<file path="config.mk">
export PLATFORM = sky130hd
export DESIGN_NAME = motor_duty_sequencer
export DESIGN_NICKNAME = d
export VERILOG_FILES = /design/src/rtl/motor_ctrl_pkg.sv /design/src/rtl/motor_step_tick.sv /design/src/rtl/motor_duty_sequencer.sv
export SDC_FILE = /design/constraint.sdc
export NUM_CORES = 1
export LEC_CHECK = 0
export CORE_MARGIN = 4
export CORE_UTILIZATION = 45
export DETAILED_ROUTE_END_ITERATION = 16
export GPL_TIMING_DRIVEN = 0
export PLACE_DENSITY = 0.71
export SLEW_MARGIN = 30
export SYNTH_ARGS = -nofsm -noshare
export SYNTH_HDL_FRONTEND = slang
export SYNTH_SLANG_ARGS = --single-unit
</file>
<file path="constraint.sdc">
create_clock -name clk -period 3.7 [get_ports clk]
set_input_delay 0.555 -clock clk [delete_from_list [all_inputs] [get_ports clk]]
set_output_delay 0.555 -clock clk [all_outputs]
set_load 0.02 [all_outputs]
</file>
<file path="src/rtl/motor_ctrl_pkg.sv">
// Shared state encoding and default parameter values for the motor duty sequencer.
// Optional sweep mode is enabled with the MOTOR_SWEEP_EN macro.
package motor_ctrl_pkg;

  typedef enum logic [2:0] {
    IDLE     = 3'd0,
    RAMP     = 3'd1,
    HOLD     = 3'd2,
    STOPPING = 3'd3,
    SWEEP    = 3'd4
  } motor_state_t;

  localparam int DEF_STEP_DIV    = 2097152;
  localparam int DEF_DUTY_MAX    = 100;
  localparam int DEF_DUTY_STEP   = 10;
  localparam int DEF_TARGET_INIT = 50;
  localparam int DEF_SWEEP_MIN   = 11;

endpackage

</file>
<file path="src/rtl/motor_step_tick.sv">
// Ramp prescaler: emits a one-cycle tick every STEP_DIV cycles; clr restarts the period.
module motor_step_tick
  import motor_ctrl_pkg::*;
#(
  parameter int STEP_DIV = DEF_STEP_DIV
) (
  input  logic clk,
  input  logic rstp,
  input  logic clr,
  output logic tick
);

  localparam int CW = (STEP_DIV > 2) ? $clog2(STEP_DIV) : 1;
  localparam logic [CW-1:0] LAST = CW'(STEP_DIV - 1);

  logic [CW-1:0] count;

  always_ff @(posedge clk or posedge rstp) begin
    if (rstp) begin
      count <= '0;
    end else if (clr || (count == LAST)) begin
      count <= '0;
    end else begin
      count <= count + 1'b1;
    end
  end

  assign tick = (count == LAST);

endmodule

</file>
<file path="src/rtl/motor_duty_sequencer.sv">
// Button-driven target/duty controller with soft ramping and emergency stop.
// Define MOTOR_SWEEP_EN to add the sweep_en port and the SWEEP state.
module motor_duty_sequencer
  import motor_ctrl_pkg::*;
#(
  parameter int STEP_DIV    = DEF_STEP_DIV,
  parameter int DUTY_MAX    = DEF_DUTY_MAX,
  parameter int DUTY_STEP   = DEF_DUTY_STEP,
  parameter int TARGET_INIT = DEF_TARGET_INIT
`ifdef MOTOR_SWEEP_EN
  , parameter int SWEEP_MIN = DEF_SWEEP_MIN
`endif
) (
  input  logic       clk,
  input  logic       rstp,
  input  logic       btn_up,
  input  logic       btn_down,
  input  logic       btn_run,
  input  logic       btn_estop,
`ifdef MOTOR_SWEEP_EN
  input  logic       sweep_en,
`endif
  output logic [7:0] duty,
  output logic [7:0] target,
  output logic [2:0] state,
  output logic       running,
  output logic       at_target
);

  localparam logic [7:0] DMAX   = 8'(DUTY_MAX);
  localparam logic [7:0] DSTEP8 = 8'(DUTY_STEP);
  localparam logic [8:0] DSTEP9 = 9'(DUTY_STEP);
  localparam logic [7:0] TINIT  = 8'(TARGET_INIT);
`ifdef MOTOR_SWEEP_EN
  localparam logic [7:0] SMIN   = 8'(SWEEP_MIN);
  logic sweep_up;
`endif

  motor_state_t state_q, state_nxt;
  logic [7:0]   target_nxt;
  logic [8:0]   up_sum;
  logic         tick;
  logic         step_clr;

  assign up_sum = {1'b0, target} + DSTEP9;

  // Target math is done in 9 bits so the upper clamp never sees a wrapped sum.
  always_comb begin
    target_nxt = target;
    if (!btn_estop && btn_up && !btn_down) begin
      target_nxt = (up_sum > {1'b0, DMAX}) ? DMAX : up_sum[7:0];
    end else if (!btn_estop && btn_down && !btn_up) begin
      target_nxt = (target < DSTEP8) ? 8'd0 : target - DSTEP8;
    end
  end

  always_comb begin
    state_nxt = state_q;
    if (btn_estop) begin
      state_nxt = IDLE;
    end else begin
      case (state_q)
        IDLE: begin
          if (btn_run) begin
`ifdef MOTOR_SWEEP_EN
            if (sweep_en)            state_nxt = SWEEP;
            else if (target != 8'd0) state_nxt = RAMP;
            else                     state_nxt = HOLD;
`else
            state_nxt = (target != 8'd0) ? RAMP : HOLD;
`endif
          end
        end
        RAMP: begin
          if (btn_run)               state_nxt = STOPPING;
          else if (duty == target)   state_nxt = HOLD;
        end
        HOLD: begin
          if (btn_run)               state_nxt = STOPPING;
          else if (target != duty)   state_nxt = RAMP;
        end
        STOPPING: begin
          if (btn_run)               state_nxt = RAMP;
          else if (duty == 8'd0)     state_nxt = IDLE;
        end
`ifdef MOTOR_SWEEP_EN
        SWEEP: begin
          if (btn_run)               state_nxt = STOPPING;
        end
`endif
        default:                     state_nxt = IDLE;
      endcase
    end
  end

  // Restarting the prescaler on entry makes the first step land STEP_DIV cycles later.
  assign step_clr = (state_nxt != state_q);

  motor_step_tick #(
    .STEP_DIV (STEP_DIV)
  ) u_step_tick (
    .clk  (clk),
    .rstp (rstp),
    .clr  (step_clr),
    .tick (tick)
  );

  always_ff @(posedge clk or posedge rstp) begin
    if (rstp) begin
      state_q <= IDLE;
      duty    <= 8'd0;
      target  <= TINIT;
      running <= 1'b0;
`ifdef MOTOR_SWEEP_EN
      sweep_up <= 1'b1;
`endif
    end else begin
      state_q <= state_nxt;
      target  <= target_nxt;
      running <= (state_nxt != IDLE);
      if (btn_estop || (state_nxt == IDLE)) begin
        duty <= 8'd0;
      end else if ((state_nxt == state_q) && tick) begin
        case (state_q)
          RAMP:     duty <= (duty < target) ? duty + 8'd1 : duty - 8'd1;
          STOPPING: duty <= duty - 8'd1;
`ifdef MOTOR_SWEEP_EN
          SWEEP: begin
            if (sweep_up) begin
              if (duty >= DMAX) begin
                sweep_up <= 1'b0;
                duty     <= duty - 8'd1;
              end else begin
                duty     <= duty + 8'd1;
              end
            end else begin
              if (duty <= SMIN) begin
                sweep_up <= 1'b1;
                duty     <= duty + 8'd1;
              end else begin
                duty     <= duty - 8'd1;
              end
            end
          end
`endif
          default: ;
        endcase
      end
`ifdef MOTOR_SWEEP_EN
      if ((state_nxt == SWEEP) && (state_q != SWEEP)) sweep_up <= 1'b1;
`endif
    end
  end

  assign state     = state_q;
  assign at_target = (duty == target);

endmodule
</file>
After elaboration in Yosys (flattened, before gate mapping)
Index checks and enable logic that the tools add are counted.
- register bits: 41
- bits in latches: 0
- RAM bits: 0
- bits in read-only memories: 0
- output and inout bits: 21
- word-level logic and storage cells: 59
- memories: 0
- add/subtract/negate cells: 5
- $mul: 0
- divide/modulo/power cells: 0
- magnitude comparators: 3
- equal/unequal tests: 8
- shift operators: 0
- mux-type cells: 19
- bitwise operators: 0
- reduce and logical (&&, ||, !) cells: 19
- operators by type and width (operator ; number):
    8-bit 2-to-1 mux ; 7
    3-bit 2-to-1 mux ; 8
    21-bit by 1-bit adder with 21-bit output, second input constant ; 1
    21-bit equality test, second input constant ; 1
    21-bit 2-to-1 mux ; 1
    8-bit one-hot mux with 2 select lines ; 1
    3-bit one-hot mux with 4 select lines ; 1
    8-bit by 4-bit adder with 9-bit output, second input constant ; 1
    9-bit by 7-bit > comparator with 1-bit output, second input constant ; 1
    8-bit by 1-bit adder with 8-bit output, second input constant ; 1
    8-bit equality test ; 1
    8-bit logical NOT ; 1
    8-bit by 4-bit < comparator with 1-bit output, second input constant ; 1
    8-bit < comparator ; 1
    8-bit != test ; 1
    8-bit nonzero test ; 1
    8-bit by 1-bit subtractor with 8-bit output, second input constant ; 1
    8-bit by 4-bit subtractor with 8-bit output, second input constant ; 1
    3-bit by 2-bit equality test with 1-bit output, second input constant ; 2
    3-bit logical NOT ; 2
    3-bit nonzero test ; 2
    1-bit logical AND ; 5
    2-bit nonzero test ; 2
    3-bit by 1-bit equality test with 1-bit output, second input constant ; 1
    6 further kinds ; 9

Logic depth before layout (Yosys ltp)
- depth in word-level cells: 9
- gate-level depth with buffers: 11
- depth with buffers taken out: 9

Cells and area by module
A second synthesis with hierarchy kept.
- cell total of the unflattened synthesis: 310
- area total of the unflattened synthesis: 2772.7 um^2
- by module, submodules not included (module ; instances ; cells each ; area each (um^2)):
    motor_duty_sequencer ; 1 ; 201 ; 1692.9
    motor_step_tick ; 1 ; 109 ; 1079.8

Worst setup path after synthesis
No wires, ideal clock.
- path kind: flip-flop to flip-flop
- start point: register target[5]
- end point: register duty[5]
- library setup time: 119 ps
- data arrival time: 2846 ps
- path slack: 736 ps
- stages on the path, launching flop included: 11
- buffers on the path: 1
- period minus slack after synthesis: 2964 ps
- cell sequence: dfstp_2 > clkbuf_1 > inv_1 > ha_1 > a211oi_1 > nor2_1 > nor4_2 > and3_1 > a31oi_1 > mux2_2 > a21o_2
- cells in the longest elaborated chain, start to end: 9
- elaborated cells between the ends (all ways): 23
- ends and longest elaborated chain (element ; line ; text):
    start, declared ; motor_duty_sequencer.sv:24 ; output logic [7:0] target,
    start signal, assigned ; motor_duty_sequencer.sv:119 ; target <= target_nxt;
    8-bit != test (tied with other cells) ; motor_duty_sequencer.sv:80 ; else if (target != duty) state_nxt = RAMP;
    3-bit 2-to-1 mux (tied with other cells) ; motor_duty_sequencer.sv:80 ;
    3-bit 2-to-1 mux, on equally long branches ; motor_duty_sequencer.sv:79, motor_duty_sequencer.sv:64, motor_duty_sequencer.sv:75 ;
    3-bit one-hot mux with 4 select lines ; motor_duty_sequencer.sv:62 ; case (state_q)
    3-bit 2-to-1 mux ; motor_duty_sequencer.sv:59 ; if (btn_estop) begin
    3-bit equality test / 3-bit logical NOT (equally long branches) ; motor_duty_sequencer.sv:123, motor_duty_sequencer.sv:121 ;
    1-bit logical AND / 1-bit logical OR (equally long branches) ; motor_duty_sequencer.sv:123, motor_duty_sequencer.sv:121 ;
    2-bit nonzero test (no line) / 3-bit nonzero test (equally long branches) ; n/a ;
    2-bit AND reduction (no line) ; n/a ;
    end signal, assigned ; motor_duty_sequencer.sv:125 ; RAMP: duty <= (duty < target) ? duty + 8'd1 : duty - 8'd1;
    end signal, assigned ; motor_duty_sequencer.sv:126 ; STOPPING: duty <= duty - 8'd1;
    end, declared ; motor_duty_sequencer.sv:23 ; output logic [7:0] duty,
Parallel ways exist; a longest one is shown, timed or not. The select of a mux whose other input is x is not followed.
A chain may end at the register's enable or synchronous reset.

Worst setup path after layout
Ends and elaborated chain as after synthesis.

==> flow_metrics.env <==
export IMPL_synth_seq_area_share_pct=37.61
export IMPL_dp_hpwl_mm=4.334
export IMPL_critPathKind="flip-flop to flip-flop"
export IMPL_synth_compound_area_share_pct=15.36
export IMPL_yosysWarnings=0
export IMPL_die_y_um=85.05
export IMPL_dr_pass1_iters=5
export IMPL_wl_per_cell_um=14.33
export IMPL_drt_iter0_drc=120
export IMPL_crit_required_ns=3.90
export IMPL_combPwrFrac_pct=42.0
export IMPL_viasPerCell=5.719
export IMPL_min_from="u_step_tick.count[0]"
export IMPL_grt_total_usage_pct=17.08
export IMPL_die_w_um=85.05
export IMPL_final_max_slew_viol_count=0
export IMPL_cts_buffers=5
export IMPL_r2r_cells=10
export IMPL_final_nets=358
export IMPL_drc=0
export IMPL_clk_path_buf_depth=2
export IMPL_skew_ns=0.01594
export IMPL_n_antenna_cell=0
export IMPL_num_vias=2362
export IMPL_p_leak_nw=1.295
export IMPL_min_path_type="flip-flop to flip-flop"
export IMPL_io_buffers=25
export IMPL_post_synth_top_count_cell="nor2_1"
export IMPL_tightestPinTransition_ns=0.8296
export IMPL_synth_area_leader_cell="dfrtp_1"
export IMPL_slew_headroom_pct=43.99
export IMPL_outcome="complete, no violations"
export IMPL_wl_mm=5.919
export IMPL_synth_xor_area_share_pct=7.541
export IMPL_gp_congestion=0.9191
export IMPL_powerDensity_nw_per_um2=467.8
export IMPL_die_area_um2=7233
export IMPL_seqPwrFrac_pct=37.0
export IMPL_postLayoutCellArea_um2=3128
export IMPL_fin_crit_ns=3.336
export IMPL_drv_cap=0
export IMPL_ctsHtreeMaxLevel=2
export IMPL_rr_endpoint="duty[5]"
export IMPL_ir_drop_v=0.0002797
export IMPL_cts_hold_buf=0
export IMPL_switching_share_pct=39.99
export IMPL_post_cts_buffers=0
export IMPL_ant_nets=0
export IMPL_synth_area_leaders="dfrtp_1, nor2_1, ha_1, xnor2_1, nand4_1"
export IMPL_initial_core_util_pct=47.35
export IMPL_clock_latency_ns=0.30
export IMPL_post_cts_resized=0
export IMPL_ys_flop_type="dfrtp_1"
export IMPL_cp_end_kind="flip-flop"
export IMPL_grt_max_degree=27
export IMPL_synthTopCellsByCount="nor2_1, dfrtp_1, inv_1, o21ai_0"
export IMPL_synth_seq_cells=40
export IMPL_grt_pass1_vias=2236
export IMPL_layout_drive_gt1_share_pct=9.091
export IMPL_period_share_pct=90.16
export IMPL_cts_sinks=40
export IMPL_max_freq_mhz=299.8
export IMPL_synth_fa_ha_area_share_pct=5.621
export IMPL_critPathArrivalTime_ns=3.54
export IMPL_synth_top_family_by_area="simple AND/OR/NAND/NOR gates"
export IMPL_worstReg2RegStart="target[5]"
export IMPL_synth_simple_area_share_pct=27.78
export IMPL_hold_path_endpoint="u_step_tick.count[0]"
export IMPL_placed_area_um2=3035
export IMPL_overflow=0
export IMPL_async_flop_share_pct=100.0
export IMPL_crit_path_max_fanout=8
export IMPL_rsz0062_at_grt="false"
export IMPL_synth_top_area_share_pct=34.66
export IMPL_ioPinCount=27
export IMPL_rows=27
export IMPL_final_hold_viol_count=0
export IMPL_setup_tns_ns=0
export IMPL_synth_cells=306
export IMPL_p_switching_mw=0.5851
export IMPL_finalSetupViolCount=0
export IMPL_clk_pin_slew_worst_paths_ns=0.09
export IMPL_ys_types=61
export IMPL_synthMuxAreaShare_pct=1.780
export IMPL_cts_tree="built"
export IMPL_start_kind="flip-flop"
export IMPL_p_int_mw=0.8782
export IMPL_cts_root_buffer="clkbuf_8"
export IMPL_core_area_um2=5642
export IMPL_synth_area_um2=2671
export IMPL_whs_path_depth=1
export IMPL_grt_pass1_wl_mm=10.25
export IMPL_synth_edf_count=0
export IMPL_area_growth_pct=17.10
export IMPL_avgSynthCellArea_um2=8.730
export IMPL_rrSetupSlack_ns=0.36
export IMPL_pwr_share_clk_pct=21.0
export IMPL_antenna_found_initial=0
[cell type report]
cell class / count / area (um2)
buffer: 12 / 51.30
clock buffer: 6 / 82.58
clock inverter: 2 / 10.01
fill: 507 / 2514
inverter: 16 / 60.06
multi-input combinational: 239 / 1559
sequential: 40 / 1005
tap: 72 / 90.09
timing repair buffer: 26 / 270.3
[layer usage]
metal	vias up	share of wire, %	global-route usage, %
li1	1179	-	-
met1	1122	46	21.67
met2	55	48	29.10
met3	6	4.7	3.883
met4	0	0.86	4.748
met5	-	0	0
[flip-flops by register name, summed over array words and instances, names as in the netlist]
signal             cells
running                1
target                 7
state                  3
u_step_tick.count     21
duty                   8
[how the worst max path moves through the flow]
stage / startpoint / to / slack, ns / cells past startpoint
final: target[5] / duty[5] / 0.36 / 10
after global routing: target[5] / duty[5] / 0.14 / 10
after CTS: target[5] / duty[5] / 0.35 / 10
after detailed placement: target[5] / duty[5] / 0.36 / 10
after global placement: target[5] / duty[5] / 0.43 / 10
after floorplan: target[5] / duty[5] / 0.74 / 10
[logic make-up (layout without fill, tap and decap cells)]
logic type,count (synthesis),count (layout)
simple gates,140,140
xor+xnor,23,23
other cells,1,2
mux,4,4
compound gates,58,58
flops,40,40
fa+ha+maj,12,12
buf+inv,28,62
[per-stage QoR]
step                      power, mW  setup WS [ns]  hold slack, ns  utilization, %  std cells
after floorplan              0.9659         0.7358          0.4251               -        307
after global placement        1.143         0.4289          0.4408           53.45        404
after detailed placement      1.157         0.3601          0.4498           53.80        405
after CTS                     1.466         0.3510          0.4600           55.44        413
after global routing          1.576         0.1414          0.4802           55.44        413
final                         1.463         0.3642          0.4611           55.44        413
[power groups by stage]
| stage | combinational [mW] | sequential [mW] | clock [mW] |
|---|---|---|---|
| after floorplan | 0.385 | 0.581 | 0 |
| after global placement | 0.597 | 0.547 | 0 |
| after detailed placement | 0.608 | 0.550 | 0 |
| after CTS | 0.610 | 0.541 | 0.315 |
| after global routing | 0.690 | 0.551 | 0.336 |
| final | 0.615 | 0.542 | 0.307 |
[cells in the final DEF (no fill, tap or decap), drive strengths merged, types with 3 or more instances in the layout]
cell type and n:
and3 6, clkdlybuf4s50 25, o21ai 16, nand4 14, buf 4, or3 3
a31oi 5, nor4b 3, clkbuf 15, a21oi 9, ha 12, nor3b 3
nand2b 3, nor3 12, o31ai 3, inv 16, nor4 5, mux2 3
or2 3, nor2 45, xor2 10, a211oi 3, nand2 15, xnor2 13
dfstp 3, nand3 15, dfrtp 37
[critical path, cell delays in order, from the launching register on]
cell and delay (ns):
dfstp_2 0.54, clkbuf_1 0.29, inv_1 0.09, ha_1 0.31, nand4_1 0.16, nor2_1 0.10
o32ai_1 0.49, nand4_1 0.26, nor2_1 0.42, mux2_2 0.38, a21o_2 0.20
Power figures use the tool's default switching activity.
